**src/rtl/tone_key_controller_pkg.sv**
```systemverilog
// Shared constants for the PS/2 tone key controller: scan-code prefixes, the
// note key set, and the prefix parser state encoding.
package tone_key_controller_pkg;

  localparam logic [7:0] SC_BREAK   = 8'hF0;
  localparam logic [7:0] SC_EXT     = 8'hE0;
  localparam logic [7:0] SC_SILENCE = 8'h00;

  localparam int NUM_NOTES = 24;
  localparam logic [7:0] NOTE_CODES [NUM_NOTES] = '{
    8'h15, 8'h1d, 8'h24, 8'h2d, 8'h2c, 8'h35, 8'h3c, 8'h43,
    8'h44, 8'h4d, 8'h1c, 8'h1b, 8'h23, 8'h2b, 8'h34, 8'h33,
    8'h3b, 8'h42, 8'h4b, 8'h22, 8'h21, 8'h2a, 8'h32, 8'h31
  };

  typedef logic [1:0] pfx_state_t;
  localparam pfx_state_t PS_IDLE    = 2'd0;
  localparam pfx_state_t PS_BRK     = 2'd1;
  localparam pfx_state_t PS_EXT     = 2'd2;
  localparam pfx_state_t PS_EXT_BRK = 2'd3;

  function automatic logic is_note(input logic [7:0] b);
    is_note = 1'b0;
    for (int i = 0; i < NUM_NOTES; i++) begin
      if (NOTE_CODES[i] == b) is_note = 1'b1;
    end
  endfunction

endpackage

```
**src/rtl/tone_key_controller_if.sv**
```systemverilog
// Byte-receiver input and note-output bundle of the tone key controller.
// Handshake: rx_valid is a 1-cycle strobe qualifying rx_data; there is no ready,
// every strobed byte is consumed on the edge that samples it.
interface tone_key_controller_if;
  logic [7:0] rx_data;
  logic       rx_valid;
  logic [7:0] code_out;
  logic       gate;
  logic       note_chg;
  logic [3:0] held_cnt;
  logic       pfx_abort;
  logic [1:0] pfx_state;

  modport master (
    output rx_data, rx_valid,
    input  code_out, gate, note_chg, held_cnt, pfx_abort, pfx_state
  );

  modport slave (
    input  rx_data, rx_valid,
    output code_out, gate, note_chg, held_cnt, pfx_abort, pfx_state
  );
endinterface

```
**src/rtl/tone_key_controller_scan_prefix_fsm.sv**
```systemverilog
// Scan-code prefix parser: turns make / F0-break / E0-extended byte sequences into
// make and break strobes, and abandons a prefix whose follow-up byte never arrives.
module scan_prefix_fsm
  import tone_key_controller_pkg::*;
#(
  parameter int PFX_TIMEOUT = 100000
) (
  input  logic       clk,
  input  logic       rst_n,
  input  logic [7:0] rx_data,
  input  logic       rx_valid,
  output logic       make_stb,
  output logic       brk_stb,
  output logic [7:0] code,
  output logic       pfx_abort,
  output logic [1:0] state
);

  localparam int CW = (PFX_TIMEOUT > 2) ? $clog2(PFX_TIMEOUT) : 1;

  pfx_state_t    state_q, state_d;
  logic [CW-1:0] tmo_q;
  logic          abort_d, abort_q;

  always_comb begin
    state_d = state_q;
    abort_d = 1'b0;
    if (rx_valid) begin
      case (state_q)
        PS_IDLE: begin
          if (rx_data == SC_BREAK)     state_d = PS_BRK;
          else if (rx_data == SC_EXT)  state_d = PS_EXT;
        end
        PS_EXT:  state_d = (rx_data == SC_BREAK) ? PS_EXT_BRK : PS_IDLE;
        default: state_d = PS_IDLE;
      endcase
    end else if (state_q != PS_IDLE && tmo_q == CW'(PFX_TIMEOUT - 1)) begin
      state_d = PS_IDLE;
      abort_d = 1'b1;
    end
  end

  always_ff @(posedge clk) begin
    if (!rst_n) begin
      state_q <= PS_IDLE;
      tmo_q   <= '0;
      abort_q <= 1'b0;
    end else begin
      state_q <= state_d;
      abort_q <= abort_d;
      // Counter only runs while a prefix is pending and no byte arrives.
      if (rx_valid || abort_d || state_q == PS_IDLE) tmo_q <= '0;
      else                                           tmo_q <= tmo_q + 1'b1;
    end
  end

  assign make_stb  = rx_valid && (state_q == PS_IDLE) && is_note(rx_data);
  assign brk_stb   = rx_valid && (state_q == PS_BRK);
  assign code      = rx_data;
  assign pfx_abort = abort_q;
  assign state     = state_q;

endmodule

```
**src/rtl/tone_key_controller.sv**
```systemverilog
// Held-note stack with last-pressed priority driving the sine generator note code;
// released keys fall back to the most recent still-held key, empty stack is silence.
module tone_key_controller
  import tone_key_controller_pkg::*;
#(
  parameter int DEPTH       = 4,
  parameter int PFX_TIMEOUT = 100000
) (
  input  logic                  clk,
  input  logic                  rst_n,
  tone_key_controller_if.slave  bus
);

  logic       make_stb, brk_stb;
  logic [7:0] ev_code;

  scan_prefix_fsm #(.PFX_TIMEOUT(PFX_TIMEOUT)) u_prefix (
    .clk       (clk),
    .rst_n     (rst_n),
    .rx_data   (bus.rx_data),
    .rx_valid  (bus.rx_valid),
    .make_stb  (make_stb),
    .brk_stb   (brk_stb),
    .code      (ev_code),
    .pfx_abort (bus.pfx_abort),
    .state     (bus.pfx_state)
  );

  // stk_q[0] is the oldest held key, stk_q[cnt_q-1] the sounding one.
  logic [7:0] stk_q [DEPTH];
  logic [7:0] stk_d [DEPTH];
  logic [3:0] cnt_q, cnt_d;
  logic [7:0] top_d, code_q;
  logic       gate_q, chg_q;
  logic       found;
  logic [3:0] pos;

  always_comb begin
    stk_d = stk_q;
    cnt_d = cnt_q;
    found = 1'b0;
    pos   = '0;
    top_d = SC_SILENCE;
    for (int i = 0; i < DEPTH; i++) begin
      if (4'(i) < cnt_q && stk_q[i] == ev_code) begin
        found = 1'b1;
        pos   = 4'(i);
      end
    end
    if (make_stb && !found) begin
      if (cnt_q < 4'(DEPTH)) begin
        for (int i = 0; i < DEPTH; i++) begin
          if (4'(i) == cnt_q) stk_d[i] = ev_code;
        end
        cnt_d = cnt_q + 4'd1;
      end else begin
        for (int i = 0; i < DEPTH - 1; i++) stk_d[i] = stk_q[i + 1];
        stk_d[DEPTH-1] = ev_code;
      end
    end else if (brk_stb && found) begin
      for (int i = 0; i < DEPTH - 1; i++) begin
        if (4'(i) >= pos) stk_d[i] = stk_q[i + 1];
      end
      stk_d[DEPTH-1] = SC_SILENCE;
      cnt_d = cnt_q - 4'd1;
    end
    for (int i = 0; i < DEPTH; i++) begin
      if (cnt_d == 4'(i + 1)) top_d = stk_d[i];
    end
  end

  always_ff @(posedge clk) begin
    if (!rst_n) begin
      for (int i = 0; i < DEPTH; i++) stk_q[i] <= SC_SILENCE;
      cnt_q  <= '0;
      code_q <= SC_SILENCE;
      gate_q <= 1'b0;
      chg_q  <= 1'b0;
    end else begin
      stk_q  <= stk_d;
      cnt_q  <= cnt_d;
      code_q <= top_d;
      gate_q <= (cnt_d != 4'd0);
      chg_q  <= (top_d != code_q);
    end
  end

  assign bus.code_out = code_q;
  assign bus.gate     = gate_q;
  assign bus.note_chg = chg_q;
  assign bus.held_cnt = cnt_q;

endmodule

```
**src/flat_wrapper.sv**
```systemverilog
// flat-port wrapper written by rule: the top's interface ports become plain ports
module tone_key_controller_flat import tone_key_controller_pkg::*;
#(
  parameter int DEPTH       = 4,
  parameter int PFX_TIMEOUT = 100000
)
  (clk, rst_n, bus_rx_data, bus_rx_valid, bus_code_out, bus_gate, bus_note_chg, bus_held_cnt, bus_pfx_abort, bus_pfx_state);
  tone_key_controller_if bus_i ();
  input  logic clk;
  input  logic rst_n;
  input wire logic [$bits(bus_i.rx_data)-1:0] bus_rx_data;
  input wire logic [$bits(bus_i.rx_valid)-1:0] bus_rx_valid;
  output wire logic [$bits(bus_i.code_out)-1:0] bus_code_out;
  output wire logic [$bits(bus_i.gate)-1:0] bus_gate;
  output wire logic [$bits(bus_i.note_chg)-1:0] bus_note_chg;
  output wire logic [$bits(bus_i.held_cnt)-1:0] bus_held_cnt;
  output wire logic [$bits(bus_i.pfx_abort)-1:0] bus_pfx_abort;
  output wire logic [$bits(bus_i.pfx_state)-1:0] bus_pfx_state;
  assign bus_i.rx_data = bus_rx_data;
  assign bus_i.rx_valid = bus_rx_valid;
  assign bus_code_out = bus_i.code_out;
  assign bus_gate = bus_i.gate;
  assign bus_note_chg = bus_i.note_chg;
  assign bus_held_cnt = bus_i.held_cnt;
  assign bus_pfx_abort = bus_i.pfx_abort;
  assign bus_pfx_state = bus_i.pfx_state;
  tone_key_controller #(.DEPTH(DEPTH), .PFX_TIMEOUT(PFX_TIMEOUT)) u_core (.clk(clk), .rst_n(rst_n), .bus(bus_i));
endmodule
```
**config.mk**
```make
export PLATFORM = sky130hd
export DESIGN_NAME = tone_key_controller_flat
export DESIGN_NICKNAME = d
export VERILOG_FILES = /design/src/rtl/tone_key_controller_pkg.sv /design/src/rtl/tone_key_controller_if.sv /design/src/rtl/tone_key_controller_scan_prefix_fsm.sv /design/src/rtl/tone_key_controller.sv /design/src/flat_wrapper.sv
export SDC_FILE = /design/constraint.sdc
export NUM_CORES = 1
export LEC_CHECK = 0
export BUFFER_PORTS_ARGS = -buffer_cell sky130_fd_sc_hd__buf_2
export CORE_MARGIN = 2
export CORE_UTILIZATION = 35
export CTS_BUF_LIST = sky130_fd_sc_hd__clkbuf_2
export DETAILED_ROUTE_END_ITERATION = 16
export SKIP_CTS_REPAIR_TIMING = 1
export SYNTH_ARGS = -nofsm -noshare
export SYNTH_HDL_FRONTEND = slang
export SYNTH_SLANG_ARGS = --single-unit
```
**constraint.sdc**
```tcl
create_clock -name clk -period 6 [get_ports clk]
set_input_delay 0.9 -clock clk [delete_from_list [all_inputs] [get_ports clk]]
set_output_delay 0.9 -clock clk [all_outputs]
set_load 0.005 [all_outputs]
```
=== Yosys cells after proc, flatten, opt, wreduce, memory -nomap -nowiden ===
Index checks and enable logic that the tools add are counted.

* Add/subtract/negate cells: 3
* Magnitude comparators: 8
* Equality and inequality tests: 42
* Mux-type cells: 56
* Bitwise gates (word level): 1
* Reductions and logical operators: 20

{| class="wikitable"
|+ Operators by type and width
! kind !! number
|-
| $eq 6x8->1 const A || 15
|-
| $mux 32 || 3
|-
| $mux 8 || 11
|-
| $eq 7x8->1 const A || 5
|-
| $eq 5x8->1 const A || 4
|-
| $eq 8x8->1 || 4
|-
| $mux 1 || 31
|-
| $add 17x1->17 const B || 1
|-
| $eq 17x17->1 const B || 1
|-
| $eq 8x8->1 const B || 2
|-
| $mux 2 || 7
|-
| $mux 4 || 3
|-
| $logic_and 1x1->1 || 10
|-
| $eq 2x4->1 const A || 2
|-
| $eq 4x2->1 const B || 2
|-
| $lt 1x4->1 const A || 2
|-
| $lt 2x4->1 const A || 2
|-
| $ne 8x8->1 || 1
|-
| $add 4x1->4 const B || 1
|-
| $eq 1x4->1 const A || 1
|-
| $eq 4x1->1 const B || 1
|-
| $eq 4x3->1 const B || 1
|-
| $ge 1x2->1 const A || 2
|-
| $logic_not 4->1 || 1
|-
| 15 further kinds || 17
|}

* Flip-flop bits (word level): 66
* Bits of input ports: 11
* Output and inout port bits: 17
* Word-level logic and storage cells: 141

=== Logic depth before layout (Yosys ltp) ===
Gate-level depths: netlist of run 1.

* Depth after elaboration: 34
* Gate-level depth with buffers: 18
* Depth with buffers taken out: 13

=== Hierarchy ===
From an unflattened synthesis of run 1, not the netlist that was laid out.

* Cell total of the unflattened synthesis: 532
* Area, all modules: 4376.7 µm²

{| class="wikitable"
|+ By module, submodules not included
! module !! instances !! cells an instance !! area an instance (µm²) !! seq. area each (µm²)
|-
| tone_key_controller || 1 || 395 || 3206.8 || 920.9
|-
| scan_prefix_fsm || 1 || 137 || 1169.9 || 400.4
|}

=== Least setup slack after synthesis of run 1 ===
OpenSTA, ideal clock, no wires.

* Path kind: input-to-reg
* Start: in bus_rx_data[5]
* End: reg u_core.chg_q (netlist: u_core.bus.note_chg)
* Library setup time: 138 ps
* Arrival time: 4140 ps
* Data required time: 5862 ps
* Path slack: 1722 ps
* Stages on the path: 12
* Buffers on the path: 1
* Path through: buf_2 or4b_1 o32a_1 a2111o_1 o31a_2 or4_4 and3_4 o22ai_4 nor3_1 or4_1 a22oi_1 a41oi_1

* Cells in the longest elaborated chain, start to end: 34
* Elaborated cells between the ends (all ways): 91
* Those cells by class: order compare (3); eq/ne (33); mux (47); reduce/logical (8)

{| class="wikitable"
|+ Ends and longest elaborated chain
! item !! line !! text
|-
| start, declared || flat_wrapper.sv:11 || <nowiki>input wire logic [$bits(bus_i.rx_data)-1:0] bus_rx_data;</nowiki>
|-
| $eq 5x8->1 || tone_key_controller_pkg.sv:25 || <nowiki>if (NOTE_CODES[i] == b) is_note = 1'b1;</nowiki>
|-
| $mux 1 (24 in a row) || tone_key_controller_pkg.sv:25 ||
|-
| $logic_and 1x1->1 || tone_key_controller_scan_prefix_fsm.sv:57 || <nowiki>assign make_stb = rx_valid && (state_q == PS_IDLE) && is_note(rx_data);</nowiki>
|-
| $logic_and 1x1->1 || tone_key_controller.sv:50 || <nowiki>if (make_stb && !found) begin</nowiki>
|-
| $mux 4 || tone_key_controller.sv:50 ||
|-
| $eq 4x1->1 || tone_key_controller.sv:68 || <nowiki>if (cnt_d == 4'(i + 1)) top_d = stk_d[i];</nowiki>
|-
| $mux 8 (3 in a row) || tone_key_controller.sv:68 ||
|-
| $mux 8 (*) || tone_key_controller.sv:68 ||
|-
| $ne 8x8->1 (*) || tone_key_controller.sv:84 || <nowiki>chg_q <= (top_d != code_q);</nowiki>
|-
| end signal, assigned || tone_key_controller.sv:84 ||
|-
| end, declared || tone_key_controller.sv:34 || <nowiki>logic gate_q, chg_q;</nowiki>
|}

Every way passes the cells marked *; elsewhere a longest branch is shown, timed or not.
A chain may end at the register's enable or synchronous reset.

=== Worst setup path after layout of run 1 ===
* Start: reg u_core.cnt_q[0] (netlist: u_core.bus.held_cnt[0])
* End: reg u_core.chg_q (netlist: u_core.bus.note_chg)

* Cells in the longest elaborated chain, start to end: 15
* Elaborated cells between the ends (all ways): 50
* Those cells by class: add/sub (2); order compare (8); eq/ne (8); mux (24); reduce/logical (8)

{| class="wikitable"
|+ Ends and longest elaborated chain
! item !! line !! text
|-
| start, declared || tone_key_controller.sv:32 || <nowiki>logic [3:0] cnt_q, cnt_d;</nowiki>
|-
| start signal, assigned || tone_key_controller.sv:81 || <nowiki>cnt_q <= cnt_d;</nowiki>
|-
| $lt 1x4->1 || tone_key_controller.sv:45 || <nowiki>if (4'(i) < cnt_q && stk_q[i] == ev_code) begin</nowiki>
|-
| $logic_and 1x1->1 || tone_key_controller.sv:45 ||
|-
| $mux 1 (4 in a row) || tone_key_controller.sv:45 ||
|-
| $logic_and 1x1->1 / $logic_not 1->1 (equally long branches) || tone_key_controller.sv:60, tone_key_controller.sv:50 ||
|-
| $mux 4 / $logic_and 1x1->1 (equally long branches) || tone_key_controller.sv:60, tone_key_controller.sv:50 ||
|-
| $mux 4 || tone_key_controller.sv:50 ||
|-
| $eq 4x1->1 || tone_key_controller.sv:68 ||
|-
| $mux 8 (3 in a row) || tone_key_controller.sv:68 ||
|-
| $mux 8 (*) || tone_key_controller.sv:68 ||
|-
| $ne 8x8->1 (*) || tone_key_controller.sv:84 ||
|}

Marked as above.

==> flow_metrics.tcl, run 1 <==
set metrics [dict create \
    yosysMostFrequentCell "nor2_1" \
    ys_top_cells_by_area "dfxtp_1, xnor2_1, nor2_1, xor2_1, o21ai_0" \
    cts.sinks 66 \
    portBuffers 27 \
    avgSynthCellArea_um2 8.03 \
    synthAdderAreaFrac 0.0173 \
    start_kind "flop" \
    setup_ws_ps 995 \
    place_hpwl_um 10700 \
    fmax_mhz 200 \
    yosys_warnings 0 \
    dr.pass1.iters 5 \
    drive_above_1_share 0.117 \
    yosys.area_share.simple 0.252 \
    rsz0062_at_grt "false" \
    synth_top_family_by_area "simple AND/OR/NAND/NOR gates" \
    grt_max_degree 40 \
    ff2ff_setup_slack_ps 990 \
    grt_use_total 0.221 \
    worstReg2RegEnd "u_core.bus.note_chg" \
    ant_nets 0 \
    synth_top_area_share 0.304 \
    fp.dieH_um 116 \
    critPathLaunch "u_core.bus.held_cnt[0]" \
    ys.flop_type "dfxtp_1" \
    path_clk_slew_ps 210 \
    wl_per_cell_um 19.5 \
    antenna_found_initial 1 \
    drv_cap 0 \
    hold_depth 1 \
    row_count 40 \
    die_area_um2 13300 \
    power.leakage_uw 0.00160 \
    ios 28 \
    hold_class "reg -> reg" \
    grt_pass1_vias 4026 \
    synth.mux.area_fraction 0.0259 \
    fin_crit_ps 5010 \
    ys_seq_elements 66 \
    syn_nets 559 \
    overflow 0 \
    ys_types 68 \
    ir_worst_vdd_mv 0.0979 \
    drv_slew 0 \
    fp.coreArea_um2 12100 \
    nNetsFinal 569 \
    period_share 0.834 \
    cp_max_fo 11 \
    syn_to_final_growth_pct 7.39 \
    ys_top_cells_by_count "nor2_1, dfxtp_1, xnor2_1" \
    dpl_cell_area_um2 4590 \
    syn-cell-area_um2 4350 \
    start_util 0.361 \
    wirelength_um 14100 \
    fin_tns_setup_ps 0 \
    grt_pass1_wl_um 22400 \
    cts_tree "done" \
    cellPowerDensity_nw_per_um2 168 \
    routed-via-count 4312 \
    r2r_cells 13 \
    clkLatencyLatePin_ps 580 \
    via_per_inst 5.94 \
    worstSetupEndpoint "u_core.bus.note_chg" \
    synth_xor_area_frac 0.101 \
    syn_inst 542 \
    synth_edf_count 0 \
    path_class "reg -> reg" \
    die_w_um 116 \
    clockBufferDepth 2 \
    clock-root-buffer "clkbuf_2" \
    skew_ps 37.6 \
    dp_worst_setup_slack_ps 999 \
    cts_buffers 9 \
    yosysTopAreaCell "dfxtp_1" \
    reg2reg_from "u_core.bus.held_cnt[0]" \
    tightest_slew_ps 1070 \
    async_flop_share 0 \
    end_kind "flop" \
    hold_viol 0 \
    drtIter0Drc 534 \
    cts-htree-levels 3 \
    seq_area_frac_synth 0.304 \
    cp.arrival_ps 5490 \
    design_area_um2 4670 \
    status "finished clean" \
    gp_congestion 0.991 \
    drc 0 \
    synth_compound_area_frac 0.248 \
    finalSetupViolations 0 \
    relSlewSlack 0.283 \
    crit_required_ps 6480 \
]
cells by family after synthesis:
| family | Yosys count |
|---|---|
| compound gates | 149 |
| xor+xnor | 50 |
| fa+ha+maj | 6 |
| buf+inv | 52 |
| flops | 66 |
| mux | 11 |
| simple gates | 208 |
worst min-delay path by stage:
stage / slack (ps) / start / end
final: 480 / u_core.u_prefix.tmo_q[0] / u_core.u_prefix.tmo_q[0]
after global routing: 530 / bus_rx_valid / u_core.u_prefix.pfx_abort
after CTS: 490 / u_core.u_prefix.tmo_q[0] / u_core.u_prefix.tmo_q[0]
after detailed placement: 450 / u_core.u_prefix.tmo_q[0] / u_core.u_prefix.tmo_q[0]
after global placement: 440 / u_core.u_prefix.tmo_q[0] / u_core.u_prefix.tmo_q[0]
after floorplan: 430 / u_core.u_prefix.tmo_q[0] / u_core.u_prefix.tmo_q[0]
per-layer routing:
metal  track usage  share of wire  wire length [um]
met3        0.0465          0.076              1070
met1         0.308           0.45              6380
met4        0.0884          0.036               515
met2         0.331           0.44              6180
met5             0              0                 0
registers in the layout, indices dropped and copies added, names as in the netlist:
name                       flops
u_core.bus.gate                1
u_core.stk_q                  32
u_core.u_prefix.pfx_abort      1
u_core.bus.code_out            8
u_core.u_prefix.tmo_q         17
u_core.bus.note_chg            1
u_core.u_prefix.state          2
u_core.bus.held_cnt            4
worst max-delay path: stages (launching register included):
cell and delay (ps):
dfxtp_1 500, inv_1 200, ha_1 400, inv_1 210, o21ai_0 250, or3_1 220
nand4_1 480, a2111oi_0 840, or2_2 370, nand3_1 240, o32ai_1 600, o21ai_0 170
a211oi_1 270, a41oi_1 150
placed cells by master (no fill, tap or decap), types with 9 or more instances in the layout:
cell type	n
o21ai_0	23
a21oi_1	19
nor3_1	12
nand2_1	19
xnor2_1	34
xor2_1	16
clkbuf_2	10
nor2_1	74
nand3_1	17
dfxtp_1	66
buf_2	27
nor4_1	11
o21a_1	11
mux2i_1	9
and2_1	11
inv_1	18
nand4_1	16
a31oi_1	9
stage by stage:
step | power (uW) | hold slack [ps] | utilization | std cells
final | 784 | 479 | 0.387 | 726
after global routing | 818 | 531 | 0.387 | 726
after CTS | 789 | 489 | 0.387 | 725
after detailed placement | 560 | 452 | 0.380 | 709
after global placement | 560 | 444 | 0.380 | 709
after floorplan | 532 | 431 | - | 542
final cells by class:
| class | instances | area (um^2) |
|---|---|---|
| Fill cell | 1258 | 7390 |
| Multi-Input combinational cell | 424 | 2810 |
| Sequential cell | 66 | 1320 |
| Tap cell | 168 | 210 |
| Timing Repair Buffer | 33 | 180 |
| Inverter | 18 | 67.6 |
| Clock buffer | 10 | 50.0 |
| Clock inverter | 6 | 33.8 |
| Antenna cell | 1 | 2.50 |
power breakdown:
group	internal [uW]	switching, uW
Clock	51.5	179
Combinational	36.4	62.8
Sequential	446	8.28
Total	534	250
Note: power is estimated with default switching activity, not from simulation.
==> inputs of run 2 (changes only) <==
- clock period: 6 -> 5.2 ns (I/O delays scaled with it)
==> flow_metrics.tcl, run 2 (synthesis gave the netlist of run 1 again) <==
set metrics [dict create \
    period_share 0.919 \
    dpl_cell_area_um2 4650 \
    die_area_um2 13300 \
    routed-via-count 4362 \
    rsz0062_at_grt "false" \
    fmax_mhz 209 \
    multi_input_area_um2 2810 \
    antenna_found_initial 1 \
    wl_per_cell_um 20.2 \
    ff2ff_setup_slack_ps 420 \
    wirelength_um 14800 \
    grt_pass1_wl_um 22200 \
    path_class "reg -> reg" \
    fin_crit_ps 4780 \
    drc 0 \
    final_cell_count_no_fill 733 \
    cts_buffers 9 \
    cts_tree "done" \
    dp_worst_setup_slack_ps 233 \
    setup_ws_ps 419 \
    grt_max_degree 40 \
    ios 28 \
    tightest_slew_ps 975 \
    skew_ps 27.9 \
    hold_class "in -> reg" \
    dr.pass1.iters 5 \
    path_clk_slew_ps 190 \
    hold_viol 0 \
    whs_ps 489 \
    cellPowerDensity_nw_per_um2 199 \
    clockBufferDepth 2 \
    power.leakage_uw 0.00166 \
    gp_congestion 0.987 \
    end_kind "flop" \
    fp.dieH_um 116 \
    cp_common_cell "a211oi_1" \
    clock-root-buffer "clkbuf_2" \
    finalSetupViolations 0 \
    cp_slowest_cell "o32ai_1" \
    grt_pass1_vias 3976 \
    cp.arrival_ps 5250 \
    register_area_um2 1320 \
    status "finished clean" \
    portBuffers 27 \
    drive_above_1_share 0.131 \
    ant_nets 0 \
    dp_cells 717 \
    relSlewSlack 0.344 \
    place_hpwl_um 11300 \
    drv_slew 0 \
    grt_use_total 0.224 \
    crit_required_ps 5670 \
    row_count 40 \
    die_w_um 116 \
    drv_cap 0 \
    nNetsFinal 577 \
    cts-htree-levels 3 \
    design_area_um2 4750 \
    ir_worst_vdd_mv 0.0856 \
    overflow 0 \
    largest_reg_flops 32 \
    clkLatencyLatePin_ps 580 \
    start_kind "flop" \
    layout_commonest_cell "nor2_1" \
    start_util 0.361 \
    fp.coreArea_um2 12100 \
    nFillCells 1257 \
    cts.sinks 66 \
    fin_tns_setup_ps 0 \
    cp_max_fo 12 \
    drtIter0Drc 568 \
    largest_register "u_core.stk_q" \
    most-common-layout-cells "nor2_1, dfxtp_1, xnor2_1" \
    crit_chain "inv_1 -> ha_1 -> nor2_1 -> o2111ai_1 -> or4_1 -> and4_1 -> buf_4 -> a211oi_1 -> or2_2 -> nand3_1 -> o32ai_1 -> o21ai_0 -> a211oi_1 -> a41oi_1" \
    via_per_inst 5.95 \
    syn_to_final_growth_pct 9.11 \
    slowest_delay_ps 590 \
]
-- run 2: per-stage QoR --
stage | total power [uW] | util
floorplan | 614 | -
global placement | 651 | 0.385
detailed placement | 650 | 0.385
CTS | 952 | 0.393
global route | 988 | 0.394
finish | 945 | 0.394
-- run 2: where the power goes --
group          switching, uW  leakage [uW]  internal (uW)
clock network            193     0.0000692            109
logic                   74.8       0.00106           43.4
registers               9.71      0.000533            515
total                    278       0.00166            668
-- run 2: area by class of cell --
type                            instances  area share
Antenna cell                            1    0.000527
Sequential cell                        66       0.278
Inverter                               18      0.0142
Tap cell                              168      0.0443
Clock inverter                          4     0.00922
Timing Repair Buffer                   41      0.0506
Clock buffer                           11      0.0116
Multi-Input combinational cell        424       0.591
-- run 2: worst max-delay path: cells and delay by family, from the launching register on --
| family | cells | cell delay (ps) |
|---|---|---|
| AND/OR/NAND/NOR | 5 | 1850 |
| flip-flops | 1 | 360 |
| AO/OA/AOI/OAI | 6 | 1790 |
| adder cells (fa/ha/maj) | 1 | 340 |
| buffers and inverters | 2 | 320 |
-- run 2: worst paths after layout --
| check | cells after the start | from | endpoint |
|---|---|---|---|
| worst min-delay path | 2 | bus_rx_valid | u_core.u_prefix.pfx_abort |
| worst max register to register | 14 | u_core.bus.held_cnt[1] | u_core.bus.note_chg |
| worst min register to register | 1 | u_core.u_prefix.tmo_q[0] | u_core.u_prefix.tmo_q[0] |
| worst max-delay path | 14 | u_core.bus.held_cnt[1] | u_core.bus.note_chg |
-- run 2: layer usage --
metal / vias up / track usage / share of wire / wire length [um]
met2: 209 / 0.334 / 0.45 / 6610
li1: 2052 / - / - / -
met4: 0 / 0.124 / 0.038 / 561
met3: 44 / 0.0476 / 0.076 / 1120
met5: - / 0 / 0 / 0
met1: 2057 / 0.301 / 0.44 / 6500
==> inputs of run 3 (changes only) <==
- clock period: 5.2 -> 4.94 ns (I/O delays scaled with it)
==> flow_metrics.tcl, run 3 (synthesis gave the netlist of run 1 again) <==
set metrics [dict create \
    grt_pass1_wl_um 23900 \
    largest_reg_flops 32 \
    syn_to_final_growth_pct 11.8 \
    drv_slew 0 \
    crit_required_ps 5410 \
    gp_congestion 1.01 \
    cp.arrival_ps 5050 \
    clkLatencyLatePin_ps 590 \
    ir_worst_vdd_mv 0.117 \
    cts-htree-levels 3 \
    largest_register "u_core.stk_q" \
    drc 0 \
    most-common-layout-cells "nor2_1, dfxtp_1, xnor2_1" \
    grt_use_total 0.231 \
    drtIter0Drc 515 \
    layout_commonest_cell "nor2_1" \
    die_area_um2 13300 \
    skew_ps 26.4 \
    finalSetupViolations 0 \
    wirelength_um 14900 \
    path_class "reg -> reg" \
    antenna_found_initial 1 \
    cellPowerDensity_nw_per_um2 235 \
    ios 28 \
    relSlewSlack 0.332 \
    period_share 0.927 \
    nFillCells 1222 \
    tightest_slew_ps 997 \
    grt_max_degree 40 \
    drive_above_1_share 0.144 \
    ant_nets 0 \
    reg2reg_from "u_core.u_prefix.state[0]" \
    rsz0062_at_grt "false" \
    min_from "bus_rx_valid" \
    end_kind "flop" \
    portBuffers 27 \
    critPathLaunch "u_core.u_prefix.state[0]" \
    hold_viol 0 \
    cts.sinks 66 \
    dpl_cell_area_um2 4690 \
    fin_crit_ps 4580 \
    via_per_inst 6.13 \
    start_kind "flop" \
    design_area_um2 4860 \
    drv_cap 0 \
    nNetsFinal 583 \
    clockBufferDepth 2 \
    path_clk_slew_ps 230 \
    wl_per_cell_um 20.1 \
    row_count 40 \
    dr.pass1.iters 5 \
    status "finished clean" \
    whs_ps 374 \
    fp.coreArea_um2 12100 \
    grt_pass1_vias 4307 \
    fp.dieH_um 116 \
    cts_buffers 9 \
    hold_class "in -> reg" \
    routed-via-count 4537 \
    cp_max_fo 13 \
    fmax_mhz 218 \
    start_util 0.361 \
    fin_tns_setup_ps 0 \
    place_hpwl_um 11300 \
    power.leakage_uw 0.00172 \
    die_w_um 116 \
    cts_tree "done" \
    overflow 0 \
    clock-root-buffer "clkbuf_2" \
]
run 3: cell types whose count changed in the layout (fill, tap and decap cells not counted):
cell / before / now
buf_4: 14 / 20
clkinv_4: 0 / 3
bufinv_16: 1 / 3
clkbuf_2: 11 / 9
clkinv_2: 2 / 0
clkinv_1: 1 / 0
inv_6: 0 / 1
run 3: metrics by stage:
step	utilization	setup slack [ps]	std cells	power [uW]
after global routing	0.403	129	740	1180
after floorplan	-	821	542	646
after detailed placement	0.389	41.2	723	686
final	0.403	361	740	1140
after global placement	0.389	94.5	723	687
after CTS	0.403	447	739	1140
run 3: path summary, 6_finish.rpt:
check / slack (ps) / cells past startpoint / to
worst max-delay path: 360 / 11 / u_core.bus.note_chg
worst min-delay path: 370 / 2 / u_core.u_prefix.pfx_abort
worst min register to register: 490 / 1 / u_core.u_prefix.tmo_q[0]
worst max register to register: 360 / 11 / u_core.bus.note_chg
run 3: layout make-up:
class | count | area [um^2] | share of cell area
multi-input combinational | 424 | 2810 | 0.577
sequential | 66 | 1320 | 0.272
timing repair buffer | 47 | 285 | 0.0586
tap | 168 | 210 | 0.0432
clock inverter | 7 | 125 | 0.0257
inverter | 18 | 67.6 | 0.0139
clock buffer | 9 | 45.0 | 0.00926
antenna | 1 | 2.50 | 0.000514
run 3: worst max-delay path: stages, from the launching register on:
cell	delay (ps)
dfxtp_1	410
or4b_2	710
a311oi_1	260
o21ai_1	140
o31ai_2	850
a31oi_1	430
o221a_2	390
and3_1	190
o21a_1	200
a2111o_1	420
a211oi_1	330
a41oi_1	150
run 3: where the power goes:
| group | internal, uW | switching [uW] | total, uW |
|---|---|---|---|
| logic | 48.4 | 79.0 | 127 |
| registers | 542 | 10.2 | 553 |
| clock network | 223 | 241 | 463 |
run 3: layer usage:
| metal | vias to the layer above | wire (um) | global-route usage |
|---|---|---|---|
| met5 | - | 0 | 0 |
| met4 | 0 | 682 | 0.111 |
| met3 | 55 | 1140 | 0.0382 |
| met2 | 256 | 6490 | 0.356 |
| met1 | 2160 | 6550 | 0.315 |
| li1 | 2066 | - | - |
